## src/rtl/mmio_uart_tx.sv

```systemverilog
// Memory-mapped 8N1 UART transmitter: stores into a two-word register window
// feed a small byte FIFO that is serialized LSB-first on tx.
module mmio_uart_tx #(
    parameter logic [31:0] BASE_ADDR    = 32'hFFFF0000,
    parameter int          CLKS_PER_BIT = 868,
    parameter int          FIFO_DEPTH   = 4
) (
    input  logic        clk_100M,
    input  logic        rst_n,
    input  logic        clk_en,
    input  logic        wr_en,
    input  logic [31:0] mem_addr,
    input  logic [31:0] w_data,
    output logic        sel,
    output logic [31:0] rd_data,
    output logic        tx,
    output logic        busy
);
    localparam int CW = $clog2(CLKS_PER_BIT);
    localparam int PW = (FIFO_DEPTH > 1) ? $clog2(FIFO_DEPTH) : 1;
    localparam int NW = PW + 1;
    localparam logic [CW-1:0] BAUD_LAST = CW'(CLKS_PER_BIT - 1);
    localparam logic [NW-1:0] DEPTH_N   = NW'(FIFO_DEPTH);

    typedef enum logic [1:0] {
        IDLE,
        START,
        DATA,
        STOP
    } state_e;

    state_e          state_q, state_d;
    logic [CW-1:0]   baud_q, baud_d;
    logic [2:0]      idx_q, idx_d;
    logic [7:0]      shift_q, shift_d;
    logic            tx_q, tx_d;
    logic [7:0]      fifo_mem_q [FIFO_DEPTH];
    logic [7:0]      fifo_mem_d [FIFO_DEPTH];
    logic [PW-1:0]   wr_ptr_q, wr_ptr_d;
    logic [PW-1:0]   rd_ptr_q, rd_ptr_d;
    logic [NW-1:0]   count_q, count_d;
    logic            overflow_q, overflow_d;

    logic            offset;
    logic            full;
    logic            push_req;
    logic            push_ok;
    logic            clr_req;
    logic            pop;
    logic            baud_done;
    logic            unused_bits;

    assign sel       = (mem_addr[31:3] == BASE_ADDR[31:3]);
    assign offset    = mem_addr[2];
    assign full      = (count_q == DEPTH_N);
    assign busy      = (state_q != IDLE) || (count_q != '0);
    assign tx        = tx_q;
    assign rd_data   = (sel && offset) ? {29'b0, overflow_q, full, busy} : 32'b0;
    assign push_req  = clk_en && wr_en && sel && !offset;
    assign clr_req   = clk_en && wr_en && sel && offset && w_data[2];
    // A full FIFO still accepts a byte on the edge where the FSM pops one.
    assign push_ok   = push_req && (!full || pop);
    assign baud_done = (baud_q == BAUD_LAST);
    assign unused_bits = ^{mem_addr[1:0], w_data[31:8]};

    always_comb begin
        state_d = state_q;
        baud_d  = baud_q;
        idx_d   = idx_q;
        shift_d = shift_q;
        tx_d    = tx_q;
        pop     = 1'b0;
        if (clk_en) begin
            case (state_q)
                IDLE: begin
                    tx_d = 1'b1;
                    if (count_q != '0) begin
                        pop     = 1'b1;
                        shift_d = fifo_mem_q[rd_ptr_q];
                        baud_d  = '0;
                        tx_d    = 1'b0;
                        state_d = START;
                    end
                end
                START: begin
                    if (baud_done) begin
                        baud_d  = '0;
                        idx_d   = 3'd0;
                        tx_d    = shift_q[0];
                        state_d = DATA;
                    end else begin
                        baud_d = baud_q + CW'(1);
                    end
                end
                DATA: begin
                    if (baud_done) begin
                        baud_d  = '0;
                        shift_d = {1'b0, shift_q[7:1]};
                        idx_d   = idx_q + 3'd1;
                        if (idx_q == 3'd7) begin
                            tx_d    = 1'b1;
                            state_d = STOP;
                        end else begin
                            tx_d = shift_q[1];
                        end
                    end else begin
                        baud_d = baud_q + CW'(1);
                    end
                end
                STOP: begin
                    if (baud_done) begin
                        baud_d  = '0;
                        tx_d    = 1'b1;
                        state_d = IDLE;
                    end else begin
                        baud_d = baud_q + CW'(1);
                    end
                end
                default: begin
                    tx_d    = 1'b1;
                    state_d = IDLE;
                end
            endcase
        end
    end

    always_comb begin
        fifo_mem_d = fifo_mem_q;
        wr_ptr_d   = wr_ptr_q;
        rd_ptr_d   = rd_ptr_q;
        count_d    = count_q;
        overflow_d = overflow_q;
        if (push_ok) begin
            fifo_mem_d[wr_ptr_q] = w_data[7:0];
            wr_ptr_d             = wr_ptr_q + PW'(1);
        end
        if (pop) begin
            rd_ptr_d = rd_ptr_q + PW'(1);
        end
        case ({push_ok, pop})
            2'b10:   count_d = count_q + NW'(1);
            2'b01:   count_d = count_q - NW'(1);
            default: count_d = count_q;
        endcase
        // Setting the sticky flag takes priority over a same-edge clear.
        if (push_req && !push_ok) begin
            overflow_d = 1'b1;
        end else if (clr_req) begin
            overflow_d = 1'b0;
        end
    end

    always_ff @(posedge clk_100M or negedge rst_n) begin
        if (!rst_n) begin
            state_q    <= IDLE;
            baud_q     <= '0;
            idx_q      <= 3'd0;
            shift_q    <= 8'h00;
            tx_q       <= 1'b1;
            fifo_mem_q <= '{default: 8'h00};
            wr_ptr_q   <= '0;
            rd_ptr_q   <= '0;
            count_q    <= '0;
            overflow_q <= 1'b0;
        end else begin
            state_q    <= state_d;
            baud_q     <= baud_d;
            idx_q      <= idx_d;
            shift_q    <= shift_d;
            tx_q       <= tx_d;
            fifo_mem_q <= fifo_mem_d;
            wr_ptr_q   <= wr_ptr_d;
            rd_ptr_q   <= rd_ptr_d;
            count_q    <= count_d;
            overflow_q <= overflow_d;
        end
    end
endmodule

```

## config.mk

```make
export PLATFORM = sky130hd
export DESIGN_NAME = mmio_uart_tx
export DESIGN_NICKNAME = d
export VERILOG_FILES = /design/src/rtl/mmio_uart_tx.sv
export SDC_FILE = /design/constraint.sdc
export NUM_CORES = 1
export LEC_CHECK = 0
export CAP_MARGIN = 0
export CORE_MARGIN = 2
export CORE_UTILIZATION = 45
export CTS_CLUSTER_SIZE = 10
export DETAILED_ROUTE_END_ITERATION = 16
export HOLD_SLACK_MARGIN = 0.02
export PLACE_DENSITY = 0.73
export SLEW_MARGIN = 20
export SYNTH_ARGS = -nofsm -noshare
export SYNTH_HDL_FRONTEND = slang
export SYNTH_SLANG_ARGS = --single-unit
```

## constraint.sdc

```tcl
create_clock -name clk_100M -period 2.8 [get_ports clk_100M]
set_input_delay 0.56 -clock clk_100M [delete_from_list [all_inputs] [get_ports clk_100M]]
set_output_delay 0.56 -clock clk_100M [all_outputs]
set_load 0.02 [all_outputs]
```

==> impl_metrics.toml <==
[run_status]
status = "completed"

[synth]
synth_cell_types = 47
async_reset_ff_frac = 1.000
ys_warn_count = 0
synth_edf_count = 0
syn_avg_cell_area_um2 = 11.90
syn-cell-area_um2 = 3533
yosysSeqAreaShare = 0.4536
ys_ff_latch = 64
synth_cells = 297
synth_flop_cell = "dfrtp_1"

[setup_path]
timing.rr.end = "count_q[2]"
crit_type = "flip-flop to primary output"
r2r-start = "count_q[0]"
path_cells = "inv_1 -> ha_1 -> or4b_2 -> buf_4 -> dlygate4sd2_1"
worstPathMaxFanout = 5
reg2reg_depth = 5
end_kind = "primary output"
cp_num_buf_inv = 3
r2r_slack_ps = 460
crit_family = "buffers and inverters"
crit_arrival_ps = 2160
cp_slowest_cell = "or4b_2"
required_ps = 2240
max_stage_delay_ps = 620
critPathLaunchType = "flip-flop"

[detailed_routing]
wire_per_inst_um = 14.12
antenna_left = 0
vias_per_cell = 5.042
drtIter0Drc = 72
routed_wl_um = 6719
vias = 2400
drc = 0
dr.pass1.iters = 4

[cts]
cts.htree.levels = 3
clk_transition_reported_paths_ps = 80
clock_latency_ps = 340
ctsRootBufferMaster = "clkbuf_8"
tritoncts = "done"
cts_sinks = 64
numCtsBuffers = 9
clockBufferDepth = 2
cts_hold_buf = 0

[job]
cap_viol_max_count = 0

[timing]
worstMarginPinSlew_ps = 629.7
fin_crit_ps = 2718
fmaxAchievable_mhz = 367.9
finalCritPeriodShare = 0.9707
drv_slew = 0
setup_viol = 0
slew_headroom = 0.5802
clock_skew_ps = 10.97
hold_viol_final = 0

[layout]
final_cell_mix = "dfrtp_1 (63), mux2_2 (50), conb_1 (29)"
area_delta_synth_final_pct = 24.68
antenna_cells = 0
final_cell_area_um2 = 4405
drive_above_1_share = 0.3235
fin_nets = 450
final_common_cell = "dfrtp_1"

[placed_design]
portBuffers = 47
placed_area_um2 = 4124
dpl.hpwl_um = 4923
gp_congestion = 0.7575

[die]
die_area_um2 = 8577
core_region_area_um2 = 7647
die_w_um = 92.61
num_rows = 32
initial_utilization = 0.4620
die_y_um = 92.61
io_pins = 103

[pwr]
leakage_nw = 2.138
power_density_nw_per_um2 = 460.3
finalPower_mw = 2.028
ir_drop_mv = 0.3676

[global_routing]
grt_max_degree = 30
overflow = 0
grt_pass1_vias = 2440
antenna_found_initial = 0
grt_use_total = 0.1675
grt_first_pass_wirelength_um = 11320

[min_path]
hp-class = "input port to async pin"
## layer usage
| metal | vias up | track usage | part of all wire |
|---|---|---|---|
| met4 | 0 | 0.06250 | 0.014 |
| li1 | 1151 | - | - |
| met3 | 11 | 0.04231 | 0.035 |
| met5 | - | 0 | 0 |
| met2 | 51 | 0.2713 | 0.50 |
| met1 | 1187 | 0.2182 | 0.45 |
## synthesized netlist by cell type, drive strengths merged, types with 2 or more instances
cell    instances  area, um2
a21o            4      30.03
a21oi           4      20.02
a22o            2      17.52
and3            3      18.77
buf            29      217.7
clkbuf          7      26.28
dfrtp          63       1577
ha             12      150.1
inv             5      18.77
mux2           50      563.0
mux2i           3      30.03
mux4            8      180.2
nand2          22      92.58
nand3           3      15.01
nand4           7      43.79
nor2           23      91.34
nor3            3      15.01
nor3b           2      15.01
nor4            8      71.32
o21ai           5      25.02
or3b            2      17.52
or4             2      18.77
xnor2           8      70.07
xor2            4      35.03
## state kept, by name, indices dropped and copies added (netlist names)
signal and cells:
tx 1, baud_q 10, shift_q 8, fifo_mem_q 32, idx_q 3, rd_ptr_q 2
count_q 3, overflow_q 1, state_q 2, wr_ptr_q 2
## timing repair
action,in CTS,in global routing
endpoints found under the hold margin,0,0
endpoints found under the setup margin,6,2
pin swaps,14,9
gates resized for setup,42,6
buffers inserted,4,1
## logic make-up after synthesis
family	count (synthesis)	synth area share
xor+xnor	12	0.02974
fa+ha+maj	13	0.04816
flops	64	0.4536
mux	61	0.2188
compound gates	21	0.04002
other cells	1	0.001061
buf+inv	41	0.07436
simple gates	84	0.1342
## area by class of cell
class | instances | area, um2
clock buffers | 9 | 123.9
clock inverters | 7 | 78.83
fillers | 649 | 3242
inverters | 5 | 18.77
multi-input cells | 220 | 1846
flip-flops and latches | 64 | 1603
well taps | 102 | 127.6
repair buffers | 69 | 608.1
## power breakdown
| group | leakage, nW | total [mW] | internal [mW] | switching [mW] |
|---|---|---|---|---|
| Clock | 0.0929 | 0.806 | 0.420 | 0.386 |
| Combinational | 1.18 | 0.212 | 0.0942 | 0.118 |
| Sequential | 0.860 | 1.01 | 0.963 | 0.0467 |
| Total | 2.14 | 2.03 | 1.48 | 0.551 |
## worst max-delay path by stage
stage	startpoint	to	depth (start not counted)
4_1_cts	mem_addr[13]	count_q[2]	9
6_report	state_q[0]	busy	5
5_1_grt	mem_addr[11]	count_q[2]	9
3_5_place_dp	mem_addr[18]	count_q[2]	8
3_3_place_gp	mem_addr[19]	count_q[2]	8
2_1_floorplan	mem_addr[23]	count_q[2]	7
## stage by stage
step                      setup TNS (ps)    util  hold slack [ps]  setup slack [ps]  cells
after floorplan                        0       -            264.4             36.81    325
after detailed placement           -8179  0.5393            489.3            -525.0    455
after CTS                              0  0.5715            241.5             12.12    475
after global placement             -7092  0.5393            482.1            -469.1    455
after global routing              -18.74  0.5761            275.7            -18.74    476
final                                  0  0.5761            228.6             81.97    476
(Power assumes the default switching activity.)
